## config.mk

```make
export PLATFORM = sky130hd
export DESIGN_NAME = ram_rw_ctrl
export DESIGN_NICKNAME = d
export VERILOG_FILES = /design/src/rtl/ram_rw_pkg.sv /design/src/rtl/ram_rd_pipe.sv /design/src/rtl/ram_rw_ctrl.sv
export SDC_FILE = /design/constraint.sdc
export NUM_CORES = 1
export LEC_CHECK = 0
export ABC_CLOCK_PERIOD_IN_PS = 2700
export BUFFER_PORTS_ARGS = -buffer_cell sky130_fd_sc_hd__buf_2
export CAP_MARGIN = 20
export CORE_AREA = 2 2 76 78
export DETAILED_ROUTE_END_ITERATION = 10
export DIE_AREA = 0 0 78 80
export PLACE_DENSITY = 0.6
export SLEW_MARGIN = 20
export SYNTH_ARGS = -nofsm -noshare
export SYNTH_HDL_FRONTEND = slang
export SYNTH_SLANG_ARGS = --single-unit
```

## constraint.sdc

```tcl
create_clock -name sys_clk -period 2.7 [get_ports sys_clk]
set_clock_uncertainty 0.2 [all_clocks]
set_input_delay 0.54 -clock sys_clk [delete_from_list [all_inputs] [get_ports sys_clk]]
set_output_delay 0.54 -clock sys_clk [all_outputs]
set_load 0.05 [all_outputs]
```

## src/rtl/ram_rw_pkg.sv

```systemverilog
// Shared types and helpers for the RAM write/read-back checker.
// Pattern words are computed 32 bits wide; callers truncate to their data width.
package ram_rw_pkg;

  typedef enum logic [1:0] {
    IDLE  = 2'd0,
    WRITE = 2'd1,
    READ  = 2'd2,
    DRAIN = 2'd3
  } state_t;

  localparam int RD_LAT_MAX = 4;
  localparam int PAT_W      = 32;

  function automatic logic [PAT_W-1:0] pat(input logic [PAT_W-1:0] seed,
                                           input logic [PAT_W-1:0] addr);
    return seed + addr;
  endfunction

endpackage

```

## src/rtl/ram_rd_pipe.sv

```systemverilog
// RD_LAT-deep shift register carrying {valid, expected} alongside RAM reads,
// so the expected word lines up with the RAM's registered read data.
module ram_rd_pipe #(
  parameter int DW     = 8,
  parameter int RD_LAT = 2
) (
  input  logic          clk,
  input  logic          rst,
  input  logic          in_vld,
  input  logic [DW-1:0] in_exp,
  output logic          out_vld,
  output logic [DW-1:0] out_exp
);

  logic [RD_LAT-1:0]         vld_pipe;
  logic [RD_LAT-1:0][DW-1:0] exp_pipe;

  always_ff @(posedge clk or posedge rst) begin
    if (rst) begin
      vld_pipe <= '0;
      exp_pipe <= '0;
    end else begin
      vld_pipe[0] <= in_vld;
      exp_pipe[0] <= in_exp;
      for (int i = 1; i < RD_LAT; i++) begin
        vld_pipe[i] <= vld_pipe[i-1];
        exp_pipe[i] <= exp_pipe[i-1];
      end
    end
  end

  assign out_vld = vld_pipe[RD_LAT-1];
  assign out_exp = exp_pipe[RD_LAT-1];

endmodule

```

## src/rtl/ram_rw_ctrl.sv

```systemverilog
// Write-pattern / read-back checker driving a single-port RAM.
// Optional build macro RAM_RW_CTRL_LOOP_EN: run passes back to back with seed+1 per pass.
module ram_rw_ctrl
  import ram_rw_pkg::*;
#(
  parameter int DW     = 8,
  parameter int AW     = 5,
  parameter int RD_LAT = 2,
  parameter int SEED   = 0,
  parameter int ECW    = 8
) (
  input  logic           sys_clk,
  input  logic           sys_rst,
  input  logic           start,
  output logic           ram_wren,
  output logic           ram_rden,
  output logic [AW-1:0]  ram_addr,
  output logic [DW-1:0]  ram_wdata,
  input  logic [DW-1:0]  ram_rdata,
  output logic           busy,
  output logic           done,
  output logic           err_flag,
  output logic [ECW-1:0] err_cnt
);

  localparam logic [AW-1:0] LAST_ADDR  = '1;
  localparam logic [2:0]    DRAIN_LAST = 3'(RD_LAT - 1);

  state_t           state;
  logic [AW-1:0]    cnt;
  logic [AW-1:0]    cnt_nx;
  logic [2:0]       dcnt;
  logic [PAT_W-1:0] seed_q;
  logic             accept;
  logic             pv;
  logic [DW-1:0]    pe;
  logic             mismatch;

  assign cnt_nx   = cnt + AW'(1);
  // start on the done cycle is dropped; the pass is only just returning to IDLE
  assign accept   = (state == IDLE) && start && !done;
  assign mismatch = pv && (ram_rdata != pe);

  ram_rd_pipe #(.DW(DW), .RD_LAT(RD_LAT)) u_rd_pipe (
    .clk     (sys_clk),
    .rst     (sys_rst),
    .in_vld  (ram_rden),
    .in_exp  (DW'(pat(seed_q, PAT_W'(ram_addr)))),
    .out_vld (pv),
    .out_exp (pe)
  );

  always_ff @(posedge sys_clk or posedge sys_rst) begin
    if (sys_rst) begin
      state     <= IDLE;
      cnt       <= '0;
      dcnt      <= '0;
      seed_q    <= PAT_W'(SEED);
      ram_wren  <= 1'b0;
      ram_rden  <= 1'b0;
      ram_addr  <= '0;
      ram_wdata <= '0;
      busy      <= 1'b0;
      done      <= 1'b0;
      err_flag  <= 1'b0;
      err_cnt   <= '0;
    end else begin
      done <= 1'b0;
      case (state)
        IDLE: begin
          if (accept) begin
            state     <= WRITE;
            cnt       <= '0;
            seed_q    <= PAT_W'(SEED);
            ram_wren  <= 1'b1;
            ram_addr  <= '0;
            ram_wdata <= DW'(pat(PAT_W'(SEED), '0));
            busy      <= 1'b1;
          end
        end
        WRITE: begin
          if (cnt == LAST_ADDR) begin
            state    <= READ;
            cnt      <= '0;
            ram_wren <= 1'b0;
            ram_rden <= 1'b1;
            ram_addr <= '0;
          end else begin
            cnt       <= cnt_nx;
            ram_addr  <= cnt_nx;
            ram_wdata <= DW'(pat(seed_q, PAT_W'(cnt_nx)));
          end
        end
        READ: begin
          if (cnt == LAST_ADDR) begin
            state    <= DRAIN;
            cnt      <= '0;
            dcnt     <= '0;
            ram_rden <= 1'b0;
          end else begin
            cnt      <= cnt_nx;
            ram_addr <= cnt_nx;
          end
        end
        DRAIN: begin
          if (dcnt == DRAIN_LAST) begin
            done <= 1'b1;
`ifdef RAM_RW_CTRL_LOOP_EN
            state     <= WRITE;
            seed_q    <= seed_q + PAT_W'(1);
            ram_wren  <= 1'b1;
            ram_addr  <= '0;
            ram_wdata <= DW'(pat(seed_q + PAT_W'(1), '0));
`else
            state <= IDLE;
            busy  <= 1'b0;
`endif
          end else begin
            dcnt <= dcnt + 3'd1;
          end
        end
        default: state <= IDLE;
      endcase

      if (accept) begin
        err_flag <= 1'b0;
        err_cnt  <= '0;
      end else if (mismatch) begin
        err_flag <= 1'b1;
        if (err_cnt != '1) err_cnt <= err_cnt + ECW'(1);
      end
    end
  end

endmodule
```

==> summary.md, run 1 <==
| Metric | Value |
|---|---|
| Crit path from | cnt[0] |
| Synth area leader | dfrtp_1 |
| Setup CP Type | register to register |
| P&R area growth vs syn | 18.1% |
| Post-CTS Setup Inserts | 0 |
| Setup violators final | 0 |
| Synth async-reset ratio | 1.00 |
| Post-synth top flop | dfrtp_1 |
| Post-route ant nets | 0 |
| Initial antenna violation count | 0 |
| Clk_lat worst skew | 0.29 ns |
| Startpoint types | register |
| Row cnt | 27 |
| Sink Count | 45 |
| Min cycle time layout | 2.34 ns |
| Critical path endpoint | state[1] |
| Initial Util | 0.385 |
| DR pass1 iterations | 4 |
| Wirelength per Cell | ~13 um |
| Post-synth cell types | between 40 and 50 |
| Hold Crit Depth | 0 |
| Overall power | around 1.6 mW |
| GRT overflow | 0 |
| Htree depth | 2 |
| WHS | 0.138 ns |
| Die H | about 80 um |
| EDFF count, synth | 0 |
| Post-Syn Area per Cell | 10.3 sq um |
| Most common cell in the netlist | dfrtp_1 |
| Post-Layout Cell Count | between 300 and 400 |
| RD Place Congestion | approximately 0.94 |
| R2r setup slk | 0.36 ns |
| Max-cap viol count | 0 |
| Die width | between 70 and 80 um |
| DR iter-0 viols | 52 |
| Register area share after synthesis | 0.541 |
| N_diodes | 0 |
| Period utilisation layout | 0.865 |
| Port buffer count | 33 |
| Syn Inst Count | 202 |
| Total Wirelength | around 4100 um |
| Routed via count | around 1500 |
| Vias in the first global route | roughly 1400 |
| Count of final hold-check violations | 0 |
| Post-synth top cells | dfrtp_1, nand2_1, nor2_1 |
| Share of Yosys cell area claimed by the top area cell type | 0.541 |
| Reg2reg start | cnt[0] |
| Dpl hpwl | about 3000 um |
| Worst vdd ir | about 0.00034 V |
| Total CTS buffers | 5 |
| Worst r2r dst | state[1] |
| Setup TNS | 0 ns |
| Status | completed |
| RSZ-0062 raised after global routing | false |
| DR vias/cell | roughly 4.9 |
| Total GRT Usage | 0.142 |
| Fraction of layout cells with a size suffix above 1 | 0.214 |
| Clock Pin Slew Worst Setup and Hold Paths | approximately 0.09 ns |
| Slew Viols, Final | 0 |
| Synth Register Bits | between 40 and 50 |
| Post-Syn Area | about 2100 sq um |
| CTS tree | yes |
| Pin count of the biggest net entering global routing | 20 |
| Warnings, synthesis | 0 |
| First-pass GRT wire length | just under 7000 um |
| Highest clock rate | around 430 MHz |
| Top Ports | 37 |
| CTS max path bufs | 2 |
| Placeable core area | 5410 sq um |
| CP Capture Type | register |
| R2R depth | 7 |
| CTS root buf | clkbuf_8 |
| HP Class | register to register |
| Nets | between 200 and 300 |
| Die Footprint | roughly 6200 sq um |
| Power per cell area | 669 nW/um^2 |
| Cell Count Post-Placement | about 310 |
| Area contributors post-synth | dfrtp_1, ha_1, nand2_1, nor2_1, o21ai_0 |
| Critical path peak fanout | 7 |
| Lkg Pwr | around 1.2 nW |
| CP required | between 2 and 3 ns |
| Remaining DRCs | 0 |
| CP Data Arrival Time | ~2.3 ns |
## sequential cells by signal, indices dropped and copies added, names as in the netlist
| signal | count |
|---|---|
| done | 1 |
| err_cnt | 8 |
| cnt | 5 |
| busy | 1 |
| ram_addr | 5 |
| dcnt | 3 |
| ram_wren | 1 |
| ram_rden | 1 |
| u_rd_pipe.out_exp | 5 |
| u_rd_pipe.exp_pipe | 5 |
| ram_wdata | 5 |
| u_rd_pipe.vld_pipe | 2 |
| err_flag | 1 |
| state | 2 |
## kinds of logic (layout without fill, tap and decap cells)
kind of cell	after synthesis	count (layout)	synth area share
other cells	1	3	0.00180
simple gates	71	71	0.163
mux	2	2	0.0102
fa+ha+maj	10	10	0.0601
compound gates	48	48	0.150
xor+xnor	10	10	0.0420
buf+inv	15	54	0.0324
flops	45	45	0.541
## layer usage
metal | global-route usage | part of all wire | routed length (um)
met1 | 0.193 | 0.48 | 1950
met5 | 0 | 0 | 0
met4 | 0.0439 | 0.0067 | 27
met2 | 0.221 | 0.47 | 1910
met3 | 0.0385 | 0.042 | 170
## critical path: stages (launching register included)
cell	delay, ns
dfrtp_1	0.44
ha_1	0.26
and3_1	0.21
ha_1	0.27
nor2_1	0.24
nor2_1	0.13
nand3_1	0.12
mux2_2	0.34
## layout by cell type, fill, tap and decap left out, drive strengths merged, types with 5 or more instances in the layout
cell	Yosys	final
inv	9	8
clkbuf	3	7
a22o	5	5
buf	3	36
nor2	22	22
nand2	25	25
o21ai	14	14
xor2	7	7
ha	10	10
dfrtp	45	45
nand3	8	8
a21oi	12	12
## per-stage QoR
stage / setup WS, ns / util / cell area (sq um)
after floorplan: 0.587 / - / 2090
after global placement: 0.481 / 0.432 / 2330
after detailed placement: 0.397 / 0.432 / 2330
after CTS: 0.381 / 0.455 / 2460
after global routing: 0.243 / 0.455 / 2460
final: 0.364 / 0.455 / 2460
## power by group
| group | total, mW | switching [mW] | internal, mW |
|---|---|---|---|
| Clock | 0.521 | 0.219 | 0.302 |
| Sequential | 0.774 | 0.0575 | 0.717 |
| Combinational | 0.352 | 0.250 | 0.102 |
| Total | 1.65 | 0.527 | 1.12 |
## worst min-delay path by stage
| stage | start | endpoint |
|---|---|---|
| after floorplan | u_rd_pipe.exp_pipe[0] | u_rd_pipe.out_exp[0] |
| after global placement | u_rd_pipe.exp_pipe[1] | u_rd_pipe.out_exp[1] |
| after detailed placement | u_rd_pipe.exp_pipe[2] | u_rd_pipe.out_exp[2] |
| after CTS | u_rd_pipe.exp_pipe[4] | u_rd_pipe.out_exp[4] |
| after global routing | u_rd_pipe.exp_pipe[4] | u_rd_pipe.out_exp[4] |
| final | u_rd_pipe.exp_pipe[4] | u_rd_pipe.out_exp[4] |
## cell type report
type,count,area (sq um)
clock buffers,7,86.3
inverters,9,33.8
clock inverters,1,30.0
well taps,72,90.1
repair buffers,37,198
multi-input cells,144,897
fillers,544,2940
flip-flops and latches,45,1130
## what timing repair did
| action | 4_1_cts | 5_1_grt |
|---|---|---|
| hold buffers | 1 | 0 |
| endpoints found under the hold margin | 9 | 0 |
| gates resized for setup | 0 | 0 |
(Power assumes the default switching activity.)
==> inputs of run 2 (changes only) <==
--- a/config.mk
+++ b/config.mk
@@ -11,7 +11,7 @@
 export CORE_AREA = 2 2 76 78
 export DETAILED_ROUTE_END_ITERATION = 10
 export DIE_AREA = 0 0 78 80
-export PLACE_DENSITY = 0.6
+export PLACE_DENSITY = 0.63
 export SLEW_MARGIN = 20
 export SYNTH_ARGS = -nofsm -noshare
 export SYNTH_HDL_FRONTEND = slang
==> run 2 against run 1 <==
  * Count of clock-buffer cells in the layout decreased by 2
  * Cell count decreased by 0.63%
  * Worst hold slack improved by 0.015 ns
  * Total power decreased by 5.4%
  * Non-clock buffer count decreased by 2
  * Utilization decreased by 0.74 points
  * Combinational power about the same
  * Sequential share of layout area increased by 0.76 points
  * Largest cell class unchanged
  * Highest routed layer unchanged
==> summary.md, run 2 (synthesis gave the netlist of run 1 again) <==
| Metric | Value |
|---|---|
| Critical path peak fanout | 7 |
| CP Cell Sequence | ha_1 > and3_1 > ha_1 > nor2_1 > nor2_1 > nand3_1 > mux2_2 |
| Count of final hold-check violations | 0 |
| Setup violators final | 0 |
| Max reg flops | 8 |
| Reg with most FFs | err_cnt |
| Total GRT Usage | 0.137 |
| Crit path largest cell delay | roughly 0.44 ns |
| Max-cap viol count | 0 |
| Clock Pin Slew Worst Setup and Hold Paths | approximately 0.090 ns |
| RSZ-0062 raised after global routing | false |
| Cell Count Post-Placement | slightly above 300 |
| Total Wirelength | ~4000 um |
| Sink Count | 45 |
| Placeable core area | between 5000 and 6000 sq um |
| CP required | 2.69 ns |
| HP Class | register to register |
| Worst vdd ir | slightly below 0.0003 V |
| DR pass1 iterations | 4 |
| Lkg Pwr | ~1.1 nW |
| Port buffer count | 33 |
| Vias in the first global route | between 1000 and 1500 |
| Initial antenna violation count | 0 |
| Post-route ant nets | 0 |
| Period utilisation layout | 0.865 |
| Overall power | between 1.5 and 2 mW |
| DR vias/cell | around 4.8 |
| Die width | between 70 and 80 um |
| Clk_lat worst skew | roughly 0.3 ns |
| Post-CTS Setup Inserts | 0 |
| Die Footprint | approximately 6200 sq um |
| Highest clock rate | 428 MHz |
| Wirelength per Cell | approximately 13 um |
| Worst Tran Pin Value | about 0.55 ns |
| RD Place Congestion | 0.816 |
| Pin count of the biggest net entering global routing | 46 |
| Top Ports | 37 |
| CTS root buf | clkbuf_8 |
| Most frequent cells in the layout | dfrtp_1, buf_2, nand2_1 |
| DR iter-0 viols | 43 |
| Htree depth | 2 |
| Slew Viols, Final | 0 |
| GRT overflow | 0 |
| Min cycle time layout | ~2.3 ns |
| Die H | 80 um |
| Startpoint types | register |
| First-pass GRT wire length | ~6500 um |
| P&R area growth vs syn | 16.2% |
| Total CTS buffers | 5 |
| N_diodes | 0 |
| Nets | 261 |
| FF+latch area | approximately 1100 sq um |
| Setup CP Type | register to register |
| Remaining DRCs | 0 |
| CP Data Arrival Time | between 2 and 2.5 ns |
| Critical-path top delay cell | dfrtp_1 |
| Power per cell area | 644 nW/um^2 |
| CTS tree | yes |
| CTS max path bufs | 2 |
| Status | completed |
| Area of the multi-input gates | 897 sq um |
| Routed via count | approximately 1500 |
| Fillcell total | roughly 540 |
| Fraction of layout cells with a size suffix above 1 | 0.216 |
| Commonest non-fill, non-tap cell in the layout | dfrtp_1 |
| Post-cts resize count | 0 |
| Row cnt | 27 |
| Setup TNS | 0 ns |
| Post-Layout Cell Count | roughly 310 |
| Dpl hpwl | roughly 2900 um |
| Relative slew slack | 0.632 |
| Hold Buf Count CTS | 0 |
| Initial Util | 0.385 |
| CP Capture Type | register |
-- run 2: cell types whose count changed in the layout (fill, tap and decap cells not counted), sizes merged --
cell	change
clkbuf	-2
bufinv	-1
inv	+2
dlygate4sd3	-1
buf	-1
clkinvlp	+1
-- run 2: path summary, 6_finish.rpt --
check / end / start / cells past startpoint / slack [ns]
setup / recovery: state[1] / cnt[0] / 7 / 0.36
hold / removal: u_rd_pipe.out_exp[4] / u_rd_pipe.exp_pipe[4] / 0 / 0.15
min in group asynchronous: u_rd_pipe.out_exp[2] / sys_rst / 3 / 0.16
max in group asynchronous: err_cnt[5] / sys_rst / 3 / 1.76
hold reg to reg: u_rd_pipe.out_exp[4] / u_rd_pipe.exp_pipe[4] / 0 / 0.15
setup reg to reg: state[1] / cnt[0] / 7 / 0.36
-- run 2: per-layer routing --
metal  wire, um  track usage  share of wire  vias up
met4         54       0.0474          0.013        0
met3        179       0.0362          0.045        5
met5          0            0              0        -
li1           -            -              -      769
met1       1960        0.183           0.49      712
met2       1810        0.216           0.45       32
-- run 2: critical path, delay by kind of cell (launching register included) --
family	cells	cell delay (ns)
flops	1	0.44
fa+ha+maj	2	0.53
mux	1	0.34
simple gates	4	0.73
-- run 2: area by class of cell --
| cell class | count | area share |
|---|---|---|
| clock buffers | 5 | 0.0284 |
| clock inverters | 3 | 0.0103 |
| flip-flops and latches | 45 | 0.465 |
| inverters | 9 | 0.0140 |
| multi-input cells | 144 | 0.371 |
| repair buffers | 35 | 0.0744 |
| well taps | 72 | 0.0372 |
-- run 2: report_power, final --
group | internal (mW) | switching [mW] | leakage (nW)
combinational | 0.100 | 0.249 | 0.572
clock | 0.189 | 0.247 | 0.0452
sequential | 0.717 | 0.0577 | 0.521
total | 1.01 | 0.553 | 1.14
-- run 2: metrics by stage --
step / setup slack [ns] / util / instance area, sq um / hold WS (ns)
after detailed placement: 0.396 / 0.431 / 2330 / 0.136
after global placement: 0.482 / 0.431 / 2330 / 0.132
after global routing: 0.233 / 0.448 / 2420 / 0.163
after floorplan: 0.587 / - / 2090 / 0.131
after CTS: 0.391 / 0.448 / 2420 / 0.157
final: 0.365 / 0.448 / 2420 / 0.152
